File: config.mk
export PLATFORM = sky130hd
export DESIGN_NAME = spi_reg_ctrl
export DESIGN_NICKNAME = d
export VERILOG_FILES = /design/src/rtl/spi_reg_pkg.sv /design/src/rtl/spi_cs_sync.sv /design/src/rtl/spi_reg_ctrl.sv
export SDC_FILE = /design/constraint.sdc
export NUM_CORES = 1
export LEC_CHECK = 0
export BUFFER_PORTS_ARGS = -buffer_cell sky130_fd_sc_hd__buf_4
export CAP_MARGIN = 20
export CORE_AREA = 5 5 104 106
export DETAILED_ROUTE_END_ITERATION = 10
export DIE_AREA = 0 0 109 111
export PLACE_DENSITY_LB_ADDON = 0.2
export SETUP_SLACK_MARGIN = 0.15
export SYNTH_ARGS = -nofsm -noshare
export SYNTH_HDL_FRONTEND = slang
export SYNTH_SLANG_ARGS = --single-unit
File: constraint.sdc
create_clock -name i_clk -period 4.04 [get_ports i_clk]
set_input_delay 1.01 -clock i_clk [delete_from_list [all_inputs] [get_ports i_clk]]
set_output_delay 1.01 -clock i_clk [all_outputs]
set_load 0.05 [all_outputs]
File: src/rtl/spi_reg_pkg.sv
// Shared definitions for the SPI register controller.
// SPI_REG_CTRL_AUTOINC_EN selects post-increment addressing across a frame.
package spi_reg_pkg;

   localparam int unsigned ADDR_W     = 7;
   localparam int unsigned CMD_RW_BIT = 7;

   localparam logic [7:0] DEF_ID_VALUE  = 8'hA5;
   localparam logic [7:0] DEF_OOR_VALUE = 8'hFF;

`ifdef SPI_REG_CTRL_AUTOINC_EN
   localparam logic [ADDR_W-1:0] ADDR_STEP = ADDR_W'(1);
`else
   localparam logic [ADDR_W-1:0] ADDR_STEP = ADDR_W'(0);
`endif

   typedef enum logic [1:0] {
      ST_IDLE,
      ST_CMD,
      ST_WR,
      ST_RD
   } state_e;

endpackage

File: src/rtl/spi_cs_sync.sv
// Two-flop synchronizer for the raw SPI chip select with edge detection.
// Idles high so an undriven or resetting CSn never looks like a frame start.
module spi_cs_sync (
   input  logic i_clk,
   input  logic i_rst_n,
   input  logic i_cs_n,
   output logic o_cs_n,
   output logic o_cs_fall,
   output logic o_cs_rise
);

   logic r_meta;
   logic r_sync;
   logic r_prev;

   always_ff @(posedge i_clk or negedge i_rst_n) begin
      if (!i_rst_n) begin
         r_meta <= 1'b1;
         r_sync <= 1'b1;
         r_prev <= 1'b1;
      end else begin
         r_meta <= i_cs_n;
         r_sync <= r_meta;
         r_prev <= r_sync;
      end
   end

   assign o_cs_n    = r_sync;
   assign o_cs_fall = r_prev & ~r_sync;
   assign o_cs_rise = ~r_prev & r_sync;

endmodule

File: src/rtl/spi_reg_ctrl.sv
// Byte-level command sequencer: decodes {rw, addr} + data bytes into register file accesses.
// Define SPI_REG_CTRL_AUTOINC_EN to post-increment the address after every data byte.
module spi_reg_ctrl
   import spi_reg_pkg::*;
#(
   parameter int unsigned NUM_REGS  = 8,
   parameter logic [7:0]  ID_VALUE  = DEF_ID_VALUE,
   parameter logic [7:0]  OOR_VALUE = DEF_OOR_VALUE
) (
   input  logic                  i_clk,
   input  logic                  i_rst_n,
   input  logic                  i_spi_cs_n,
   input  logic                  i_rx_done,
   input  logic [7:0]            i_rx_data,
   output logic                  o_tx_load,
   output logic [7:0]            o_tx_data,
   output logic [8*NUM_REGS-1:0] o_regs,
   output logic                  o_wr_strobe,
   output logic [ADDR_W-1:0]     o_wr_addr,
   output logic                  o_busy
);

   state_e              r_state, w_state_d;
   logic [ADDR_W-1:0]   r_addr, w_addr_d;
   logic [ADDR_W-1:0]   r_wr_addr, w_wr_addr_d;
   logic [7:0]          r_tx_data, w_tx_data_d;
   logic                r_tx_load, w_tx_load_d;
   logic                r_wr_strobe, w_wr_strobe_d;
   logic                w_wr_en;
   logic [8*NUM_REGS-1:8] r_regs;

   logic w_cs_n;
   logic w_cs_fall;
   logic w_cs_rise;

   spi_cs_sync u_cs_sync (
      .i_clk     (i_clk),
      .i_rst_n   (i_rst_n),
      .i_cs_n    (i_spi_cs_n),
      .o_cs_n    (w_cs_n),
      .o_cs_fall (w_cs_fall),
      .o_cs_rise (w_cs_rise)
   );

   function automatic logic [7:0] rd_byte(input logic [ADDR_W-1:0]   a,
                                          input logic [8*NUM_REGS-1:0] regs);
      if (int'(a) >= NUM_REGS) rd_byte = OOR_VALUE;
      else                     rd_byte = regs[8*int'(a) +: 8];
   endfunction

   always_ff @(posedge i_clk or negedge i_rst_n) begin
      if (!i_rst_n) begin
         r_state     <= ST_IDLE;
         r_addr      <= '0;
         r_wr_addr   <= '0;
         r_tx_data   <= 8'h00;
         r_tx_load   <= 1'b0;
         r_wr_strobe <= 1'b0;
         r_regs      <= '0;
      end else begin
         r_state     <= w_state_d;
         r_addr      <= w_addr_d;
         r_wr_addr   <= w_wr_addr_d;
         r_tx_data   <= w_tx_data_d;
         r_tx_load   <= w_tx_load_d;
         r_wr_strobe <= w_wr_strobe_d;
         if (w_wr_en) r_regs[8*int'(r_addr) +: 8] <= i_rx_data;
      end
   end

   always_comb begin
      w_state_d     = r_state;
      w_addr_d      = r_addr;
      w_wr_addr_d   = r_wr_addr;
      w_tx_data_d   = r_tx_data;
      w_tx_load_d   = 1'b0;
      w_wr_strobe_d = 1'b0;
      w_wr_en       = 1'b0;
      // CSn high aborts the frame and wins over a coincident received byte
      if (w_cs_n || w_cs_rise) begin
         w_state_d = ST_IDLE;
      end else begin
         unique case (r_state)
            ST_IDLE: begin
               if (w_cs_fall) w_state_d = ST_CMD;
            end
            ST_CMD: begin
               if (i_rx_done) begin
                  w_addr_d = i_rx_data[ADDR_W-1:0];
                  if (i_rx_data[CMD_RW_BIT]) begin
                     w_state_d   = ST_RD;
                     w_tx_load_d = 1'b1;
                     w_tx_data_d = rd_byte(i_rx_data[ADDR_W-1:0], o_regs);
                     w_addr_d    = i_rx_data[ADDR_W-1:0] + ADDR_STEP;
                  end else begin
                     w_state_d = ST_WR;
                  end
               end
            end
            ST_WR: begin
               if (i_rx_done) begin
                  if (r_addr != '0 && int'(r_addr) < NUM_REGS) begin
                     w_wr_en       = 1'b1;
                     w_wr_strobe_d = 1'b1;
                     w_wr_addr_d   = r_addr;
                  end
                  w_addr_d = r_addr + ADDR_STEP;
               end
            end
            ST_RD: begin
               if (i_rx_done) begin
                  w_tx_load_d = 1'b1;
                  w_tx_data_d = rd_byte(r_addr, o_regs);
                  w_addr_d    = r_addr + ADDR_STEP;
               end
            end
            default: w_state_d = ST_IDLE;
         endcase
      end
   end

   assign o_regs      = {r_regs, ID_VALUE};
   assign o_tx_load   = r_tx_load;
   assign o_tx_data   = r_tx_data;
   assign o_wr_strobe = r_wr_strobe;
   assign o_wr_addr   = r_wr_addr;
   assign o_busy      = (r_state != ST_IDLE);

endmodule

; Word level (Yosys, flattened, before mapping)
; Cells that the tools add are included.
[word_totals]
out_inout_bits = 82
wordCells = 63
register_bits = 85
[classes]
n_shift = 4
reduce_logical = 11
n_lt_le_gt_ge = 3
mux = 21
n_eq_ne = 8
bitwise_logic = 5
add_sub_neg = 1
[op_table]
columns = op, n
row1 = $shiftx 64x11->8, 2
row2 = $shift 8x33->64 const A, 1
row3 = $shiftx 8x33->64, 1
row4 = $bwmux 56, 1
row5 = $mux 8, 5
row6 = $neg 10->33, 1
row7 = $pmux 8 s2, 1
row8 = $ge 7x4->1 const B, 2
row9 = $mux 1, 9
row10 = $lt 7x4->1 const B, 1
row11 = $reduce_bool 7->1, 1
row12 = $mux 2, 3
row13 = $ne 2x2->1 const B, 3
row14 = $reduce_and 3->1, 2
row15 = $reduce_and 5->1, 1
row16 = $eq 2x2->1 const B, 2
row17 = $pmux 2 s2, 1
row18 = $reduce_and 4->1, 1
row19 = $reduce_bool 2->1, 2
row20 = $ne 3x2->1 const B, 1
row21 = $ne 3x3->1 const B, 1
row22 = $not 1->1, 3
row23 = $reduce_bool 3->1, 1
row24 = $and 1x1->1, 2
row25 = other kinds (5), 5

; Logic depth before layout (Yosys ltp)
; Gate-level depths: netlist (run 1).
[logic_depth]
depth_word = 6
mapped_depth = 15
mapped_depth_nobuf = 9

; Cells and area by module
; From an unflattened synthesis (run 1), not the netlist that was laid out.
[hier_totals]
cells_unflattened = 407
hier_area_um2 = 4430.5
[modules_own_cells]
columns = mod, instances, cells_each, area_each_um2
row1 = spi_reg_ctrl, 1, 402, 4336.7
row2 = spi_cs_sync, 1, 5, 93.8

; Worst setup path before layout (run 1)
; No wires, ideal clock.
[synth_path]
kind = register to register
start = register r_addr[0]
end = register r_regs[11] (netlist name)
path_stages_with_launch = 14
synth_period_minus_slack_ns = 4.146
t_required_ns = 3.915
path_buffers = 4
path_slack_ns = -0.106
t_arrival_ns = 4.021
path_cell_list = dfrtp_1 -> clkbuf_1 -> buf_1 -> clkbuf_1 -> clkbuf_1 -> inv_1 -> ha_1 -> nand2_1 -> nor2_1 -> ha_1 -> nor4bb_1 -> nand4_1 -> nor4_2 -> mux2_2
[synth_via]
elab_chain_cells = 6
word_cells_on_any_way = 11
cone_classes = add/sub (1) / order compare (1) / shift (2) / mux (5) / reduce/logical (2)
[synth_lines]
columns = item, line_no
row1 = "start, declared", spi_reg_ctrl.sv:24  ; logic [ADDR_W-1:0] r_addr, w_addr_d;
row2 = "start signal, assigned", spi_reg_ctrl.sv:62  ; r_addr <= w_addr_d;
row3 = branches (longest 6 deep; another with $neg 10->33), n/a
row4 = "end signal, assigned by index", spi_reg_ctrl.sv:67  ; if (w_wr_en) r_regs[8*int'(r_addr) +: 8] <= i_rx_data;
row5 = "end, declared", spi_reg_ctrl.sv:30  ; logic [8*NUM_REGS-1:8] r_regs;
; Parallel ways; which one is timed is not known.
; A chain may end at the register's enable or synchronous reset.

; Final worst setup path (run 1)
[layout_path]
start = register r_addr[4]
end = register r_regs[59] (netlist name)
; Same word-level chain as after synthesis.

==> results.md, run 1 <==
Worst setup path:
- The start point of the critical path is r_addr[4].
- The worst register-to-register path ends at r_regs[59].
- The endpoint kind of the worst setup timing path is a flop.
- STA classifies the critical path startpoint as a flop.
- Measured in cells, the most critical reg-to-reg path has a length of 7.
- The endpoint required time on the critical path is about 4.3 ns.
- The data arrival time at the worst-slack endpoint is 3.53 ns.
- The worst setup path is of the reg2reg kind.
- The largest fanout of any net on the critical path is 9.
- In this run the critical register-to-register path is launched from r_addr[4].
- The setup check on the worst reg-to-reg path leaves a slack of about 0.76 ns.

Synth:
- Of all cell types, the one taking the most synthesized area is dfrtp_1.
- Of the total synthesized cell area, the portion taken by AND, OR, NAND and NOR gates is 0.1685.
- The compound-cell area share of the yosys netlist was 0.09000.
- For this run, asynchronously set or reset flops after synthesis account for 1.000.
- The mapped cell area is around 0.0048 mm².
- Of the total synthesized cell area, the portion taken by full adders, half adders and majority gates is 0.005248.
- The average cell area after synthesis is 11.09 µm².
- During synthesis, Yosys emitted a total of 0 warnings.
- In this run, distinct cell masters in the synthesized netlist total 54.
- The synthesized-area fraction occupied by xor and xnor cells is 0.003674.
- The cell count after synthesis is 430.
- The number of flops mapped to enable cells by yosys is 0.
- The most instantiated flip-flop cell in the synthesis netlist is dfrtp_1.
- The largest family of logic cells by synthesized area is multiplexers.
- Yosys attributes the largest share of cell area to dfrtp_1, mux2_2, mux2i_1, mux4_2, mux2_4.
- The flip-flop and latch count after synthesis is 85.
- The multiplexer share of the synthesized area is 0.2401.
- The share of synthesized area occupied by flip-flops and latches is 0.4469.
- The area share of the leading cell type in the synthesized netlist is 0.4303.

Place:
- The congestion estimate from routability-driven global placement came to between 0.8 and 0.9.
- The number of placed cells counting well taps is 624.
- The half-perimeter wire length after detailed placement is 9.413 mm.
- During placement, the flow inserted port buffers numbering 85.

Run:
- Across the run, the number of max-cap violations was 0.

Clocking:
- No sink is reached through more buffers than the 2 on the longest clock path.
- The number of CTS-inserted buffers is 9.
- The CTS sink count is 85.
- The count of buffers added by post-CTS timing repair for setup is 0.
- The clock insertion delay at the later pin of the skew report is 0.36 ns.
- CTS built an H-tree with a depth of 3.
- After clock tree synthesis, the clock-pin slew on the worst setup and hold paths is 0.08 ns.
- Post-CTS repair changed the size of 0 cells.
- CTS placed an instance of clkbuf_8 at the clock tree root.
- The number of hold buffers added after CTS is 0.
- The CTS tree is done.

Timing:
- The max-slew violation count is 0.
- The peak clock frequency supported by timing is 304.8 MHz.
- Setup repair after global routing left no endpoint under its margin.
- The total negative setup slack is 0 ns.
- The clock arrives with 0.008443 ns of skew.
- The final cycle utilization of the critical path is 0.8121.
- The total count of hold-check failures in the final report is 0.
- Setup violations remaining at the end of the flow were counted as 0.
- The worst slew margin relative to its limit is 0.3225.
- Subtracting the final worst setup slack from the clock period gives 3.281 ns.
- The transition time at the pin with the least slew margin is 1.008 ns.
- The final hold slack is approximately 0.36 ns.

Final layout:
- The number of fill cells is between 800 and 900.
- Summing all multi-input logic gate instances after layout gives 0.002459 mm².
- The net count of the finished layout is 517.
- The post-layout instance count excluding filler cells is 640.
- The area growth from synthesis to final layout is 19.57%.
- The fraction of layout instances using a drive strength above 1 is 0.3590.
- 0 antenna diodes ended up in the layout.
- In the final layout, flip-flops and latches occupy 0.002132 mm².

Global routing:
- The initial antenna violation count was 0.
- The total global routing track utilization is 0.2290.
- The first global-routing pass estimated approximately 21 mm of wire.
- The total global routing overflow is 0.
- The number of global-route vias before repair came to about 3.7k.
- The largest net degree at the start of global routing is 86.

Pwr:
- The largest voltage drop on the vdd net is 0.2086 mV.
- Power spread over the standard cell area amounts to 429.3 mW/mm².
- For this design the static power due to leakage is approximately 2.8 nW.

Worst hold path:
- The instance count along the most critical hold path is 0.
- The class of the most critical hold timing path is reg2reg.
- The endpoint of the worst hold path is u_cs_sync.o_cs_n.
- In this run the most critical hold path is launched from u_cs_sync.r_meta.

Floorplanning:
- The chip height is roughly 110 µm.
- 94 I/O pins were placed.
- The starting density of the core is 0.4924.
- The region available for standard cell placement spans approximately 0.0097 mm².
- The die boundary width is 109 µm.
- The floorplan die area is 0.01210 mm².
- The floorplan has 36 rows.

Route:
- The count of nets left with antenna violations once routing finished came out at 0.
- The detailed router finished its first iteration with 272 violations.
- The total detailed-routing wirelength is 13.44 mm.
- The per-cell via count in the routed design is a little under 6.
- For this run, design rule violations remaining after detail routing come to 0.
- The final routed wire length divided by cell count is around 21 µm.
- The iteration count of the initial detailed-routing pass is 5.
- Detailed routing inserted a total of 3797 vias.

Run status:
- The flow ran to the end, and the final reports show no timing, DRC or antenna violations.
-- layout by cell type, fill, tap and decap left out, types with 8 or more instances in the layout --
cell type,n
a211oi_1,15
nor3_1,12
mux4_2,10
clkbuf_8,14
dfrtp_1,81
and3_1,16
nand3_1,16
nor2_1,17
buf_4,92
mux2_4,8
nand2_1,21
conb_1,8
mux2i_1,27
a21oi_1,15
nand2b_1,8
o21ai_0,14
nor3b_1,12
mux2_2,47
-- sequential cells by signal, indices dropped and copies added, names as in the netlist --
name,count
o_wr_addr,7
o_tx_load,1
o_tx_data,8
r_addr,7
u_cs_sync.o_cs_n,1
u_cs_sync.r_meta,1
u_cs_sync.r_prev,1
r_state,2
r_regs,56
o_wr_strobe,1
-- area by class of cell --
cell class / count / share of cell area
Multi-Input combinational cell: 306 / 0.4312
Timing Repair Buffer: 93 / 0.1260
Clock buffer: 15 / 0.03445
Inverter: 8 / 0.005267
Sequential cell: 85 / 0.3739
Tap cell: 133 / 0.02919
-- metrics by stage --
| stage | area [µm²] | util | power (mW) | worst slack (ns) |
|---|---|---|---|---|
| floorplan | 4801 | - | 1.609 | 0.1690 |
| detailed placement | 5478 | 0.5656 | 1.858 | 0.6031 |
| global route | 5702 | 0.5888 | 2.571 | 0.6661 |
| finish | 5702 | 0.5888 | 2.448 | 0.7592 |
| CTS | 5674 | 0.5859 | 2.451 | 0.8286 |
| global placement | 5478 | 0.5656 | 1.837 | 0.6491 |
-- cells in the mapped netlist (14+ instances only) --
master    instances
clkbuf_1         20
o21ai_0          14
dfrtp_1          82
mux2_2           47
nor2_1           17
nand2_1          21
nand3_1          16
a21oi_1          15
a211oi_1         15
and3_1           16
mux2i_1          27
-- where the power goes --
| group | switching (mW) | total (mW) | internal [mW] |
|---|---|---|---|
| Sequential | 0.0455 | 0.957 | 0.911 |
| Combinational | 0.616 | 0.892 | 0.276 |
| Clock | 0.294 | 0.599 | 0.305 |
| Total | 0.955 | 2.45 | 1.49 |
-- cell families after synthesis --
kind of cell,Yosys count
and+or+nand+nor,137
DFF,85
AOI/OAI and AO/OA,65
other,2
xor gates and xnor gates,2
adders and majority gates,2
muxes,92
buffers and inverters,45
-- worst max-delay path by stage --
stage | end | cells after the start
final | r_regs[59] | 7
after global routing | r_regs[59] | 7
after CTS | r_regs[59] | 7
after detailed placement | r_regs[19] | 5
after global placement | r_regs[22] | 5
after floorplan | r_regs[16] | 15
-- critical path, stage by stage, from the launching register on --
cell      delay (ns)
dfrtp_1         0.46
or3_1           0.44
nor2_1          0.13
ha_1            0.15
nor4bb_1        0.40
and4_1          0.52
nand4_1         0.57
mux2_2          0.49
-- per-layer routing --
metal / vias to the layer above / track usage / routed length [µm]
met1: 1893 / 0.3314 / 5979
met4: 0 / 0.07492 / 257
met5: - / 0 / 0
met3: 21 / 0.05533 / 1066
li1: 1726 / - / -
met2: 157 / 0.3358 / 6135
Note: power is estimated with default switching activity, not from simulation.
==> run 2: changes to the inputs <==
--- a/config.mk
+++ b/config.mk
@@ -5,11 +5,12 @@
 export SDC_FILE = /design/constraint.sdc
 export NUM_CORES = 1
 export LEC_CHECK = 0
+export ABC_AREA = 1
 export BUFFER_PORTS_ARGS = -buffer_cell sky130_fd_sc_hd__buf_4
 export CAP_MARGIN = 20
-export CORE_AREA = 5 5 104 106
+export CORE_AREA = 5 5 110 112
 export DETAILED_ROUTE_END_ITERATION = 10
-export DIE_AREA = 0 0 109 111
+export DIE_AREA = 0 0 115 117
 export PLACE_DENSITY_LB_ADDON = 0.2
 export SETUP_SLACK_MARGIN = 0.15
 export SYNTH_ARGS = -nofsm -noshare
==> constraint.sdc (replaced) <==
create_clock -name i_clk -period 3.2 [get_ports i_clk]
set_input_delay 0.8 -clock i_clk [delete_from_list [all_inputs] [get_ports i_clk]]
set_output_delay 0.8 -clock i_clk [all_outputs]
set_load 0.05 [all_outputs]
==> results.md, run 2 <==
Route:
- The DRC violation total after the first TritonRoute iteration is 474 (was 272).
- The total detailed-routing wirelength is 17.42 mm (was 13.44 mm).
- The number of nets with antenna violations after detailed routing is 0 (unchanged).
- The per-cell via count in the routed design came to 5.830 (was 5.933).
- The final routed wire length divided by cell count is 18.60 µm (was 21.00 µm).
- The total via count after detailed routing is 5463 (was 3797).
- The iteration count of the initial detailed-routing pass is 5 (unchanged).
- The post-route DRC violation count is 0 (unchanged).

Worst setup path:
- The critical path start-end classification is reg2reg (unchanged).
- The startpoint kind of the worst setup timing path is a flop (unchanged).
- The family of cells with the greatest summed delay on the critical path is simple AND/OR/NAND/NOR gates (unchanged).
- The endpoint required time on the critical path was 3.48 ns (was 4.29 ns).
- The data arrival time at the worst-slack endpoint is 2.83 ns (was 3.53 ns).
- The start point of the critical path was r_addr[0] (was r_addr[4]).
- The startpoint of the worst-slack reg-to-reg timing path is r_addr[0] (was r_addr[4]).
- The count of buffering cells on the critical path with inverters included is 3 (was 0).
- Ordered cell list for the critical path: inv_6, ha_1, nand2_2, nor2_1, ha_1, inv_1, nor2_1, inv_1, nor2_2, nand4_1, nor2_2, nand3_1, nand2_1 (was or3_1, nor2_1, ha_1, nor4bb_1, and4_1, nand4_1, mux2_2).
- The peak per-stage delay on the critical path is 0.52 ns (was 0.57 ns).
- The largest fanout of any net on the critical path is 16 (was 9).
- The endpoint kind of the worst setup timing path is a flop (unchanged).
- The critical path's slowest cell is nor2_2 (was nand4_1).

Timing:
- The worst slew margin relative to its limit is 0.2484 (was 0.3225).
- The total negative setup slack is 0 ns (unchanged).
- The total count of hold-check failures in the final report is 0 (unchanged).
- The peak clock frequency supported by timing is 393.2 MHz (was 304.8 MHz).
- The final hold slack is 0.3578 ns (was 0.3586 ns).
- The post-layout minimum cycle time came to 2.543 ns (was 3.281 ns).
- The maximum clock skew at final layout was 0.007319 ns (was 0.008443 ns).
- The transition time at the pin with the least slew margin is 1.118 ns (was 1.008 ns).
- The final cycle utilization of the critical path is 0.7948 (was 0.8121).
- RSZ-0062 raised after global routing: no (unchanged).
- The final number of setup-violating endpoints is 0 (unchanged).
- The max-slew violation count is 0 (unchanged).

Synth:
- The cell accounting for the most synthesized area is dfrtp_1 (unchanged).
- The area share of the leading cell type in the synthesized netlist is 0.3856 (was 0.4303).
- Top post-synthesis cells by count: nand2_1, nand3_1, dfrtp_1, inv_1, o21ai_0 (was dfrtp_1, mux2_2, mux2i_1, nand2_1, clkbuf_1).
- The share of flip-flops with an asynchronous set or reset is 1.000 (unchanged).
- The cell count after synthesis is 719 (was 430).
- The mapped cell area came to 0.005321 mm² (was 0.004768 mm²).
- The average cell area after synthesis is 7.401 µm² (was 11.09 µm²).
- The flip-flop and latch count after synthesis is 85 (unchanged).
- The total number of yosys warnings was 0 (unchanged).
- The distinct cell type count of the synthesized netlist was 33 (was 54).
- Leading post-synthesis cells by cell area: dfrtp_1, nand2_1, nand3_1, o21ai_0, inv_1 (was dfrtp_1, mux2_2, mux2i_1, mux4_2, mux2_4).
- The cell with the most instances after synthesis is nand2_1 (was dfrtp_1).
- The most instantiated flip-flop cell in the synthesis netlist was dfrtp_1 (unchanged).
- The number of flops mapped to enable cells by yosys is 0 (unchanged).
- The share of synthesized area occupied by flip-flops and latches is 0.4004 (was 0.4469).

Final layout:
- The net count of the finished layout was 803 (was 517).
- The number of flip-flops in the largest register came to 56 (unchanged).
- The final design area excluding fillers is 0.006354 mm² (was 0.005702 mm²).
- The most common cell after layout, fill and taps aside was nand2_1 (was buf_4).
- The number of fill cells is 1097 (was 878).
- The final antenna diode count is 0 (unchanged).
- The top register by number of flip-flops is r_regs (unchanged).
- The fraction of layout instances using a drive strength above 1 is 0.2191 (was 0.3590).
- Top library cells by usage in the layout, fill and taps aside: nand2_1, nand3_1, buf_4 (was buf_4, dfrtp_1, mux2_2).
- The area growth from synthesis to final layout is 19.40% (was 19.57%).

Global routing:
- The first-pass GRT wire length came to 28.37 mm (was 21.41 mm).
- The initial antenna violation count is 0 (unchanged).
- The largest net degree at the start of global routing is 55 (was 86).
- The number of global-route vias before repair is 5373 (was 3718).
- The total global routing track utilization is 0.2704 (was 0.2290).
- The total global routing overflow is 0 (unchanged).

Clocking:
- The CTS tree is done (unchanged).
- The clock insertion delay at the later pin of the skew report is 0.35 ns (was 0.36 ns).
- The number of hold buffers added after CTS is 0 (unchanged).
- The number of gates resized after CTS was 0 (unchanged).
- The count of buffers added by post-CTS timing repair for setup was 0 (unchanged).
- The post-CTS clock slew at the launch and capture registers of the worst setup and hold paths is 0.06 ns (was 0.08 ns).
- The buffer type at the clock tree root was clkbuf_16 (was clkbuf_8).
- The H-tree depth reported by CTS is 3 (unchanged).
- The CTS sink count is 85 (unchanged).
- The largest buffer count on any clock path is 2 (unchanged).
- The number of CTS-inserted buffers was 9 (unchanged).

Floorplanning:
- The number of ports placed on the die boundary is 94 (unchanged).
- The floorplan die area is 0.01346 mm² (was 0.01210 mm²).
- The area of the core was 0.01113 mm² (was 0.009684 mm²).
- The chip height was 117 µm (was 111 µm).
- The number of placement rows was 39 (was 36).
- The die boundary width is 115 µm (was 109 µm).
- The starting density of the core came to 0.4783 (was 0.4924).

Worst hold path:
- The class of the most critical hold timing path was reg2reg (unchanged).
- The startpoint of the lowest-slack hold path was u_cs_sync.r_meta (unchanged).

Place:
- The half-perimeter wire length after detailed placement is 12.36 mm (was 9.413 mm).
- The placement-stage cell area is 0.006045 mm² (was 0.005478 mm²).
- The number of port buffers is 85 (unchanged).
- The final estimated routing congestion in global placement came to 0.8986 (was 0.8683).

Pwr:
- The largest voltage drop on the vdd net is 0.6848 mV (was 0.2086 mV).
- The final total power is 4.423 mW (was 2.448 mW).
- The total power divided by cell area is 696.2 mW/mm² (was 429.3 mW/mm²).
- The leakage power summed over all cells is 3.069 nW (was 2.751 nW).

Run:
- The count of maximum capacitance violations is 0 (unchanged).

Run status:
- Outcome: finished clean (unchanged).
[run 2: cell count changes in the layout (fill, tap and decap cells not counted), moves of 15 or more]
cell	change
inv_1	+47
nand4_1	+24
nand2_1	+164
mux2i_1	-27
o21ai_0	+29
mux2_2	-47
nor2_1	+18
and3_1	-16
a211oi_1	-15
nand3_1	+103
o211ai_1	+20
o21ai_2	+16
[run 2: area by class of cell]
cell class | instances | area [µm²] | area share
clock buffers | 12 | 236.5 | 0.03722
clock inverters | 4 | 72.57 | 0.01142
inverters | 62 | 237.7 | 0.03742
multi-input cells | 529 | 2719 | 0.4279
flip-flops and latches | 85 | 2131 | 0.3354
well taps | 143 | 178.9 | 0.02816
repair buffers | 102 | 778.2 | 0.1225
[run 2: final timing paths]
check	end	slack [ns]	depth (start not counted)
min in group asynchronous	r_regs[49]	0.40	1
worst max register to register	r_regs[52]	0.66	13
max in group asynchronous	u_cs_sync.r_prev	2.10	2
worst min register to register	u_cs_sync.o_cs_n	0.36	0
worst min-delay path	u_cs_sync.o_cs_n	0.36	0
worst max-delay path	r_regs[52]	0.66	13
[run 2: worst register-to-register path, delay by kind of cell, from the launching register on]
family	cells	cell delay, ns
and+or+nand+nor	8	1.46
adders and majority gates	2	0.48
DFF	1	0.42
buffers and inverters	3	0.14
[run 2: routing by layer]
layer | GRT usage | routed length (µm) | share of wire | vias up
li1 | - | - | - | 2540
met1 | 0.3558 | 7170 | 0.41 | 2605
met2 | 0.4309 | 8181 | 0.47 | 263
met3 | 0.04936 | 1325 | 0.076 | 55
met4 | 0.1338 | 746 | 0.043 | 0
met5 | 0 | 0 | 0 | -
[run 2: metrics by stage]
stage,utilization,instances,worst slack [ns]
after global routing,0.5711,937,0.4403
after floorplan,-,725,0.2487
after detailed placement,0.5433,921,0.6832
after global placement,0.5433,921,0.7672
final,0.5711,937,0.6567
after CTS,0.5711,937,0.6659
[run 2: kinds of logic after synthesis]
group	count (synthesis)	synth area share
AOI/OAI and AO/OA	103	0.1176
adders and majority gates	2	0.004702
buffers and inverters	111	0.09287
DFF	85	0.4004
other	2	0.001411
and+or+nand+nor	416	0.3830
[run 2: power by group]
| part | switching, mW | leakage (nW) | internal, mW |
|---|---|---|---|
| clock | 0.432 | 0.147 | 0.684 |
| sequential | 0.0725 | 1.11 | 1.17 |
| combinational | 1.56 | 1.82 | 0.507 |
==> run 3: changes to the inputs <==
==> constraint.sdc (replaced) <==
create_clock -name i_clk -period 2.21 [get_ports i_clk]
set_input_delay 0.5525 -clock i_clk [delete_from_list [all_inputs] [get_ports i_clk]]
set_output_delay 0.5525 -clock i_clk [all_outputs]
set_load 0.05 [all_outputs]
==> results.md, run 3 (synthesized netlist as in run 2, its figures left out) <==
Pwr:
- The largest voltage drop on the vdd net came to 0.5042 mV (was 0.6848 mV).
- The total power divided by cell area is 1010 mW/mm² (was 696.2 mW/mm²).
- The leakage power summed over all cells is 3.256 nW (was 3.069 nW).

Route:
- The post-route DRC violation count came to 0 (unchanged).
- The total routed wire length on the met1 layer is 7.736 mm (was 7.170 mm).
- The number of nets with antenna violations after detailed routing was 0 (unchanged).
- The detailed route wirelength on metal2 came to 8.620 mm (was 8.181 mm).
- The DRC violation total after the first TritonRoute iteration is 618 (was 474).
- The routed length on met3 is 1.887 mm (was 1.325 mm).
- The uppermost signal routing layer after detailed routing is met4 (unchanged).
- The total via count after detailed routing was 5721 (was 5463).
- The final routed wire length divided by cell count is 19.32 µm (was 18.60 µm).
- The total detailed-routing wirelength is 18.84 mm (was 17.42 mm).
- The per-cell via count in the routed design is 5.868 (was 5.830).
- The iteration count of the initial detailed-routing pass was 5 (unchanged).

Timing:
- The worst slew margin relative to its limit was 0.6001 (was 0.2484).
- The peak clock frequency supported by timing is 470.8 MHz (was 393.2 MHz).
- The maximum clock skew at final layout is 0.008727 ns (was 0.007319 ns).
- The post-layout minimum cycle time was 2.124 ns (was 2.543 ns).
- The final hold slack was 0.08861 ns (was 0.3578 ns).
- The transition time at the pin with the least slew margin is 0.5999 ns (was 1.118 ns).
- The final cycle utilization of the critical path is 0.9611 (was 0.7948).
- The final number of setup-violating endpoints came to 0 (unchanged).
- The final worst setup slack is 0.08590 ns (was 0.6567 ns).
- RSZ-0062 raised after global routing: yes (was no).
- The total count of hold-check failures in the final report is 0 (unchanged).
- The max-slew violation count was 0 (unchanged).

Worst setup path:
- The end of the worst register-to-register path is r_regs[18] (was r_regs[52]).
- The startpoint kind of the worst setup timing path was a flop (unchanged).
- The largest fanout of any net on the critical path was 8 (was 16).
- The startpoint of the worst-slack reg-to-reg timing path is r_addr[0] (unchanged).
- The endpoint required time on the critical path is 2.44 ns (was 3.48 ns).
- The data arrival time at the worst-slack endpoint is 2.35 ns (was 2.83 ns).
- The endpoint kind of the worst setup timing path is a flop (unchanged).
- The internal reg-to-reg setup slack was 0.09 ns (was 0.66 ns).
- The number of cells on the worst reg-to-reg path came to 14 (was 13).
- The critical path start-end classification is reg2reg (unchanged).

Place:
- The number of port buffers is 85 (unchanged).
- The number of placed cells counting well taps is 950 (was 921).
- The half-perimeter wire length after detailed placement is 13.61 mm (was 12.36 mm).
- The final estimated routing congestion in global placement came to 0.9519 (was 0.8986).
- The worst slack at placement came to 0.02651 ns (was 0.6832 ns).

Clocking:
- The H-tree depth reported by CTS was 3 (unchanged).
- The clock insertion delay at the later pin of the skew report is 0.35 ns (about the same).
- The CTS tree was done (unchanged).
- The CTS sink count is 85 (unchanged).
- The number of hold buffers added after CTS is 0 (unchanged).
- The largest buffer count on any clock path was 2 (unchanged).
- The buffer type at the clock tree root is clkbuf_16 (unchanged).
- The number of CTS-inserted buffers is 9 (unchanged).
- The post-CTS clock slew at the launch and capture registers of the worst setup and hold paths is 0.07 ns (was 0.06 ns).

Global routing:
- The largest net degree at the start of global routing is 55 (unchanged).
- The total global routing overflow is 0 (unchanged).
- The number of global-route vias before repair is 5422 (was 5373).
- The total global routing track utilization came to 0.2813 (was 0.2704).
- The initial antenna violation count was 0 (unchanged).
- The first-pass GRT wire length is 29.28 mm (was 28.37 mm).

Floorplanning:
- The number of ports placed on the die boundary came to 94 (unchanged).
- The number of placement rows is 39 (unchanged).
- The area of the core was 0.01113 mm² (unchanged).
- The floorplan die area is 0.01346 mm² (unchanged).
- The die boundary width is 115 µm (unchanged).
- The chip height was 117 µm (unchanged).
- The starting density of the core is 0.4783 (unchanged).

Final layout:
- The most common cell after layout, fill and taps aside is nand2_1 (unchanged).
- The top register by number of flip-flops is r_regs (unchanged).
- The area growth from synthesis to final layout is 30.73% (was 19.40%).
- The net count of the finished layout is 842 (was 803).
- Top library cells by usage in the layout, fill and taps aside: nand2_1, buf_4, nand3_1 (was nand2_1, nand3_1, buf_4).
- The number of fill cells was 1019 (was 1097).
- The final antenna diode count was 0 (unchanged).
- The fraction of layout instances using a drive strength above 1 was 0.3137 (was 0.2191).
- The post-layout instance count excluding filler cells came to 975 (was 937).
- The number of flip-flops in the largest register is 56 (unchanged).

Run:
- The count of maximum capacitance violations is 0 (unchanged).

Run status:
- Outcome: finished clean (unchanged).

Worst hold path:
- The class of the most critical hold timing path is in2async (was reg2reg).
## run 3: cell count changes in the layout (fill, tap and decap cells not counted), sizes merged
cell      change
buf          +37
nand3         +1
clkbuf        -2
clkinvlp      -1
clkinv        +3
bufinv        -1
inv           +1
## run 3: routing by layer
layer / vias up / GRT usage
met4: 0 / 0.09937
met1: 2711 / 0.3930
met2: 324 / 0.4398
met3: 58 / 0.05296
li1: 2628 / -
met5: - / 0
## run 3: cell type report
type	instances	area, µm²	area share
clock buffers	9	225.2	0.03237
clock inverters	6	62.56	0.008993
inverters	62	240.2	0.03453
multi-input cells	530	2975	0.4277
flip-flops and latches	85	2132	0.3065
well taps	143	178.9	0.02572
repair buffers	140	1142	0.1642
## run 3: metrics by stage
step	setup TNS, ns	util	power (mW)	instance area [µm²]
global route	0	0.6253	7.360	6957
detailed placement	0	0.5783	5.187	6434
CTS	0	0.6104	6.818	6792
finish	0	0.6253	7.025	6957
floorplan	-6.783	-	4.171	5525
global placement	0	0.5783	5.131	6434
## run 3: how the worst max path moves through the flow
stage                   start          to  slack (ns)  cells after the start
floorplan           r_addr[0]  r_regs[31]       -0.24                     18
global placement    r_addr[0]  r_regs[33]        0.11                     12
detailed placement  r_addr[0]  r_regs[33]        0.03                     12
CTS                 r_addr[0]   r_regs[8]        0.14                     14
global route        r_addr[1]  r_regs[46]       0.002                     14
finish              r_addr[0]  r_regs[18]        0.09                     14
## run 3: worst max-delay path, cell delays in order, from the launching register on
cell,delay [ns]
dfrtp_2,0.41
inv_8,0.04
ha_4,0.16
nand2_4,0.08
nor2_4,0.05
ha_4,0.25
inv_2,0.04
nor2_4,0.10
buf_4,0.12
nand3_2,0.08
nor2_4,0.12
buf_4,0.14
nand4_2,0.21
nand2_1,0.14
nand2_1,0.07
## run 3: what timing repair did
item,in CTS,in global routing
cloned,2,1
resized for setup,3,27
setup buffers,4,3
pin swaps,5,27
endpoints found under the setup margin,56,56
## run 3: power by group
| group | total, mW | switching [mW] | leakage [nW] | internal, mW |
|---|---|---|---|---|
| registers | 1.79 | 0.0990 | 1.10 | 1.69 |
| clock network | 1.52 | 0.654 | 0.145 | 0.870 |
| logic | 3.71 | 2.54 | 2.01 | 1.17 |
| total | 7.03 | 3.29 | 3.26 | 3.74 |
